**config.mk**
```make
export PLATFORM = sky130hd
export DESIGN_NAME = rs232_rx
export DESIGN_NICKNAME = d
export VERILOG_FILES = /design/src/rtl/rs232_rx.sv
export SDC_FILE = /design/constraint.sdc
export NUM_CORES = 1
export LEC_CHECK = 0
export CORE_MARGIN = 5
export CORE_UTILIZATION = 35
export DETAILED_ROUTE_END_ITERATION = 10
export GPL_TIMING_DRIVEN = 0
export PLACE_DENSITY = 0.54
export SKIP_CTS_REPAIR_TIMING = 1
export SYNTH_ARGS = -nofsm -noshare
export SYNTH_HDL_FRONTEND = slang
export SYNTH_SLANG_ARGS = --single-unit
```
**constraint.sdc**
```tcl
create_clock -name sys_clk -period 2.3 [get_ports sys_clk]
set_clock_uncertainty 0.2 [all_clocks]
set_input_delay 0.46 -clock sys_clk [delete_from_list [all_inputs] [get_ports sys_clk]]
set_output_delay 0.46 -clock sys_clk [all_outputs]
set_load 0.05 [all_outputs]
```
**src/rtl/rs232_rx.sv**
```systemverilog
// rs232_rx: UART receive stage for an 8N1 line (idle high, start bit 0,
// eight data bits LSB first, one stop bit). Each good frame produces one
// data_valid pulse. Each low stop bit produces one frame_err pulse.
//
// Ports
//   sys_clk     in   1  single clock, rising edge
//   sys_rst     in   1  asynchronous, active-high reset
//   rx          in   1  asynchronous serial input, idle high
//   data_out    out  8  last correctly received byte, held until the next good frame
//   data_valid  out  1  one-cycle pulse when data_out is updated
//   frame_err   out  1  one-cycle pulse when the stop bit is sampled low
//   busy        out  1  high whenever the receiver is not idle
module rs232_rx #(
    parameter int CLK_DIV = 5208,   // sys_clk cycles per bit, >= 4
    parameter int CNT_W   = 13      // 2**CNT_W > CLK_DIV
) (
    input  logic       sys_clk,
    input  logic       sys_rst,
    input  logic       rx,
    output logic [7:0] data_out,
    output logic       data_valid,
    output logic       frame_err,
    output logic       busy
);

    typedef enum logic [2:0] {IDLE, START, DATA, STOP, BREAK} state_t;

    localparam logic [CNT_W-1:0] HALF_M1 = CNT_W'(CLK_DIV / 2 - 1);
    localparam logic [CNT_W-1:0] FULL_M1 = CNT_W'(CLK_DIV - 1);

    state_t           state, state_nx;
    logic [CNT_W-1:0] baud_cnt, cnt_nx;
    logic [2:0]       bit_idx, idx_nx;
    logic [7:0]       shift, shift_nx;
    logic             rx_s1, rx_s, rx_d;
    logic             fall;
    logic             load, err;

    // Two-flop synchroniser plus a delay flop for edge detection.
    always_ff @(posedge sys_clk or posedge sys_rst) begin
        if (sys_rst) begin
            rx_s1 <= 1'b1;
            rx_s  <= 1'b1;
            rx_d  <= 1'b1;
        end else begin
            rx_s1 <= rx;
            rx_s  <= rx_s1;
            rx_d  <= rx_s;
        end
    end

    assign fall = !rx_s && rx_d;

    always_ff @(posedge sys_clk or posedge sys_rst) begin
        if (sys_rst) begin
            state      <= IDLE;
            baud_cnt   <= '0;
            bit_idx    <= '0;
            shift      <= '0;
            data_out   <= 8'h00;
            data_valid <= 1'b0;
            frame_err  <= 1'b0;
        end else begin
            state      <= state_nx;
            baud_cnt   <= cnt_nx;
            bit_idx    <= idx_nx;
            shift      <= shift_nx;
            data_valid <= load;
            frame_err  <= err;
            if (load) data_out <= shift;
        end
    end

    always_comb begin
        state_nx = state;
        cnt_nx   = baud_cnt;
        idx_nx   = bit_idx;
        shift_nx = shift;
        load     = 1'b0;
        err      = 1'b0;
        case (state)
            IDLE: begin
                cnt_nx = '0;
                if (fall) state_nx = START;
            end
            START: begin
                // Re-check the line at mid start bit; a high level means the
                // edge was a glitch and the frame is abandoned silently.
                if (baud_cnt == HALF_M1) begin
                    cnt_nx   = '0;
                    idx_nx   = '0;
                    state_nx = rx_s ? IDLE : DATA;
                end else begin
                    cnt_nx = baud_cnt + 1'b1;
                end
            end
            DATA: begin
                // Counting starts at mid start bit, so a full period lands
                // on each data bit centre.
                if (baud_cnt == FULL_M1) begin
                    cnt_nx            = '0;
                    shift_nx[bit_idx] = rx_s;
                    idx_nx            = bit_idx + 3'd1;
                    if (bit_idx == 3'd7) state_nx = STOP;
                end else begin
                    cnt_nx = baud_cnt + 1'b1;
                end
            end
            STOP: begin
                // Leave at mid stop bit so a start bit that follows with no
                // idle gap is still caught by the edge detector in IDLE.
                if (baud_cnt == FULL_M1) begin
                    cnt_nx = '0;
                    if (rx_s) begin
                        load     = 1'b1;
                        state_nx = IDLE;
                    end else begin
                        err      = 1'b1;
                        state_nx = BREAK;
                    end
                end else begin
                    cnt_nx = baud_cnt + 1'b1;
                end
            end
            BREAK: begin
                // Hold off until the line goes high so a stuck-low line
                // reports a single frame error.
                cnt_nx = '0;
                if (rx_s) state_nx = IDLE;
            end
            default: state_nx = IDLE;
        endcase
    end

    assign busy = (state != IDLE);

endmodule

```
* Word level (Yosys, flattened, before mapping) *
Cells that the tools add are included.
W data, S select, Z words.

operators by class
  $add $sub $neg = 2
  multipliers = 0
  div/mod/pow operators = 0
  order comparisons = 2
  equal/unequal tests = 13
  shift operators = 0
  mux-type cells = 24
  bitwise logic cells = 0
  reductions and logical operators = 12

operator list
  operator                 count
  $pmux W13 S3             1
  $mux W3                  9
  $mux W13                 2
  $pmux W3 S5              1
  $add A13 B1 Y13 const B  1
  $eq A13 B12 Y1 const B   1
  $eq A13 B13 Y1 const B   1
  $ne A2 B2 Y1 const B     6
  $bwmux W8                1
  $mux W1                  7
  $eq A3 B2 Y1 const B     2
  $eq A3 B3 Y1 const B     2
  $pmux W3 S2              1
  $reduce_and A6 Y1        1
  $reduce_bool A3 Y1       2
  $lt A3 B4 Y1 const B     1
  $reduce_or A2 Y1         2
  $add A3 B1 Y3 const B    1
  $demux W1 S3             1
  $eq A3 B1 Y1 const B     1
  $ge A3 B1 Y1 const B     1
  $logic_not A3 Y1         1
  $reduce_and A3 Y1        1
  $logic_and A1 B1 Y1      2
  4 further kinds          4

word-level totals
  flip-flop bits (word level) = 40
  bits in latches = 0
  RAM bits = 0
  bits in read-only memories = 0
  output and inout port bits = 11
  memories = 0

* Longest topological paths before layout *
  word-level depth = 5
  gate-level depth with buffers = 6
  depth with buffers taken out = 5

* Worst setup path before layout *
No wires, ideal clock.

  path kind = register -> register
  start = register baud_cnt[0]
  end = register data_out[0]
  library setup time = 0.125 ns
  arrival = 1.786 ns
  path slack = 0.189 ns
  cell stages (with the launch flop) = 7
  buffers on the path = 1
  period minus slack after synthesis = 2.111 ns
  path through = dfrtp_1 > ha_1 > and4bb_2 > and3_1 > and4_1 > buf_2 > mux2_2

between the ends
  longest elaborated chain between the ends = 3

RTL lines
  item                    line  source
  start, declared         32    logic [CNT_W-1:0] baud_cnt, cnt_nx;
  start signal, assigned  65    baud_cnt <= cnt_nx;
  $eq A13 B13 Y1          112   if (baud_cnt == FULL_M1) begin
  $mux W1                 112
  $mux W1                 81    case (state)
  via load                37    logic load, err;
  end signal, assigned    70    if (load) data_out <= shift;
  end, declared           20    output logic [7:0] data_out,

The timed path passes the listed nets, and every way through them passes these cells.
A chain may end at the register's enable or synchronous reset.

* Final worst setup path *
  start = register baud_cnt[11]
  end = register data_out[4]

Same word-level chain as after synthesis.

==> key figures <==
CTS
  – CTS tree: done
  – Clock tree sinks: 40
  – Max H-tree Level: 2
  – Worst skew pair latency: ~0.29 ns
  – CTS clk-pin slew, worst paths: 0.08 ns
  – Clock tree buffer depth: 2
  – CTS buffer count: 5
  – Root Buffer: clkbuf_8

Critical path
  – R2r setup slk: 0.1 ns
  – CP Data Required Time: 2.28 ns
  – Startpoint types: flip-flop
  – Arr. time, crit path: ~2.2 ns
  – CP max FO: 9
  – Critical path type: flip-flop to flip-flop
  – CP Capture Type: flip-flop

Finish
  – Most frequent cells in the layout: dfrtp_1 (35), nand2_1 (20), mux2_2 (16), o21ai_0 (12), clkdlybuf4s50_1 (12)
  – Final Util: 42.7%
  – Layout overhead on the synthesized area: 17.5%
  – Commonest non-fill, non-tap cell in the layout: dfrtp_1
  – N_diodes: 0
  – Fin cells: about 280
  – Share of cells above drive strength 1: 24.6%
  – Finished Cell Area: approximately 0.0024 mm²
  – Nets@finish: 216

Logic synthesis
  – Mapped cell area: roughly 0.0020 mm²
  – Synth Instances: between 150 and 200
  – Post-synth net total: just under 200
  – Synth Register Bits: 40
  – Post-synth EDFFs: 0
  – Synth Warn #: 0
  – Async SR Flop Fraction: 100%
  – Synth unique cells: 43
  – Top_reg_cell synth: dfrtp_1
  – Register area share after synthesis: between 40% and 50%
  – Synth Area per Inst: 10.7 µm²

Drt
  – Iteration-0 DRC Markers: 95
  – First-pass iteration count of the detailed router: 4
  – Via density: roughly 5.3
  – Drt total wl: between 3000 and 4000 µm
  – DRC: 0
  – Avg WL per Cell: between 10 and 15 µm
  – Via count: 1,503
  – Final ANT Viol Nets: 0

Timing
  – Slew HR: approximately 45%
  – Setup TNS: 0 ns
  – Worst Max-Slew Pin Slew: just over 0.8 ns
  – Worst hold slack: 0.158 ns
  – Worst setup margin: approximately 0.097 ns
  – Max-slew violations: 0
  – Final hold vios: 0
  – Max Fclk: about 450 MHz
  – Period utilization: a little over nine tenths
  – Setup-failing EPs final: 0
  – Crit path time final: approximately 2.2 ns

Pwr
  – Peak supply drop: 0.306 mV
  – Pleak: roughly 0.96 nW
  – Total Power: around 1.5 mW
  – Pwr dens: 647 mW/mm²

Place
  – Post-DP HPWL: approximately 2700 µm
  – PortBufs: 13
  – Dpl cell area: around 0.0022 mm²
  – Dpl cells: about 280
  – Post-Place Setup Slack: -0.0407 ns
  – RePlAce Congestion: between 0.7 and 0.8

Floorplan
  – Die width: ~86 µm
  – Initial Utilization: ~36%
  – Full die area: between 0.007 and 0.008 mm²
  – Die Ht: between 80 and 90 µm
  – Core area: about 0.0056 mm²
  – Io pins: 14
  – Row count: 27

Min path
  – Hold Path Class: flip-flop to flip-flop

GRT
  – Vias in the first global route: around 1,400
  – Gr ovfl total: 0
  – Initial antenna violation count: 0
  – Gr usage total: around 12%
  – Largest net degree at the start of global routing: 41
  – Global-route wire length before repair: 6870 µm

Run
  – Max Cap Viol: 0

Run status
  – Status: finished, final reports clean
==> Yosys cell counts (all sizes together), types with 2 or more instances <==
master / instances / area [µm²]
or3: 5 / 32.5
nor2b: 3 / 18.8
o211ai: 3 / 22.5
and4b: 2 / 21.3
nor3: 6 / 30.0
clkbuf: 6 / 23.8
a21oi: 4 / 20.0
nand2b: 3 / 18.8
nand4: 7 / 50.1
nor2: 8 / 30.0
o21ai: 12 / 60.1
mux2: 16 / 180
inv: 4 / 15.0
o221ai: 2 / 17.5
nand3: 5 / 25.0
a31oi: 4 / 25.0
dfstp: 3 / 78.8
and3: 2 / 12.5
nand2: 20 / 75.1
nor4: 4 / 25.0
nor3b: 3 / 22.5
dfrtp: 37 / 926
mux2i: 3 / 30.0
a32o: 2 / 20.0
nor4b: 8 / 85.1
ha: 3 / 37.5
buf: 4 / 20.0
==> per-layer routing <==
layer,vias up,GRT usage [%],wire length (µm)
met5,-,0,0
met4,0,4.60,89
met3,8,2.98,193
met2,32,15.8,1640
met1,716,17.1,2070
li1,747,-,-
==> power breakdown <==
part | switching, mW | internal [mW] | leakage, nW
logic | 0.184 | 0.105 | 0.380
registers | 0.0432 | 0.753 | 0.536
clock network | 0.243 | 0.212 | 0.0412
total | 0.470 | 1.07 | 0.956
==> final timing paths <==
path,startpoint,end,cells after the start
setup reg to reg,baud_cnt[11]$_DFFE_PP0P_,data_out[4]$_DFFE_PP0P_,5
setup / recovery,baud_cnt[11]$_DFFE_PP0P_,data_out[4]$_DFFE_PP0P_,5
hold reg to reg,rx_s1$_DFF_PP1_,rx_s$_DFF_PP1_,0
hold / removal,rx_s1$_DFF_PP1_,rx_s$_DFF_PP1_,0
min in group asynchronous,sys_rst,data_out[5]$_DFFE_PP0P_,2
max in group asynchronous,sys_rst,baud_cnt[0]$_DFFE_PP0P_,2
==> cell type report <==
type                    instances  area (µm²)
fillers                       556        3190
multi-input cells             136        1010
flip-flops and latches         40        1010
repair buffers                 13         125
well taps                      72        90.1
clock buffers                   6        72.6
plain buffers                  10        46.3
inverters                       4        15.0
clock inverters                 2        12.5
==> logic make-up (layout without fill, tap and decap cells) <==
| family | count (synthesis) | after routing | synth area share (%) |
|---|---|---|---|
| simple gates | 82 | 82 | 25.0 |
| flops | 40 | 40 | 49.6 |
| compound gates | 31 | 31 | 9.82 |
| mux | 19 | 19 | 10.4 |
| buf+inv | 14 | 35 | 2.90 |
| fa+ha+maj | 3 | 3 | 1.85 |
| xor+xnor | 1 | 1 | 0.432 |
==> registers in the layout (all words and copies together) (netlist names) <==
signal,cells
frame_err,1
shift,8
rx_s1,1
bit_idx,3
data_out,8
rx_d,1
rx_s,1
baud_cnt,13
data_valid,1
state,3
==> worst max-delay path, stage by stage, from the launching register on <==
cell and delay (ns):
dfrtp_1 0.47, nor4b_4 0.38, and3_2 0.28, and4_1 0.20, clkbuf_4 0.20, mux2_2 0.35
Note: power is estimated with default switching activity, not from simulation.
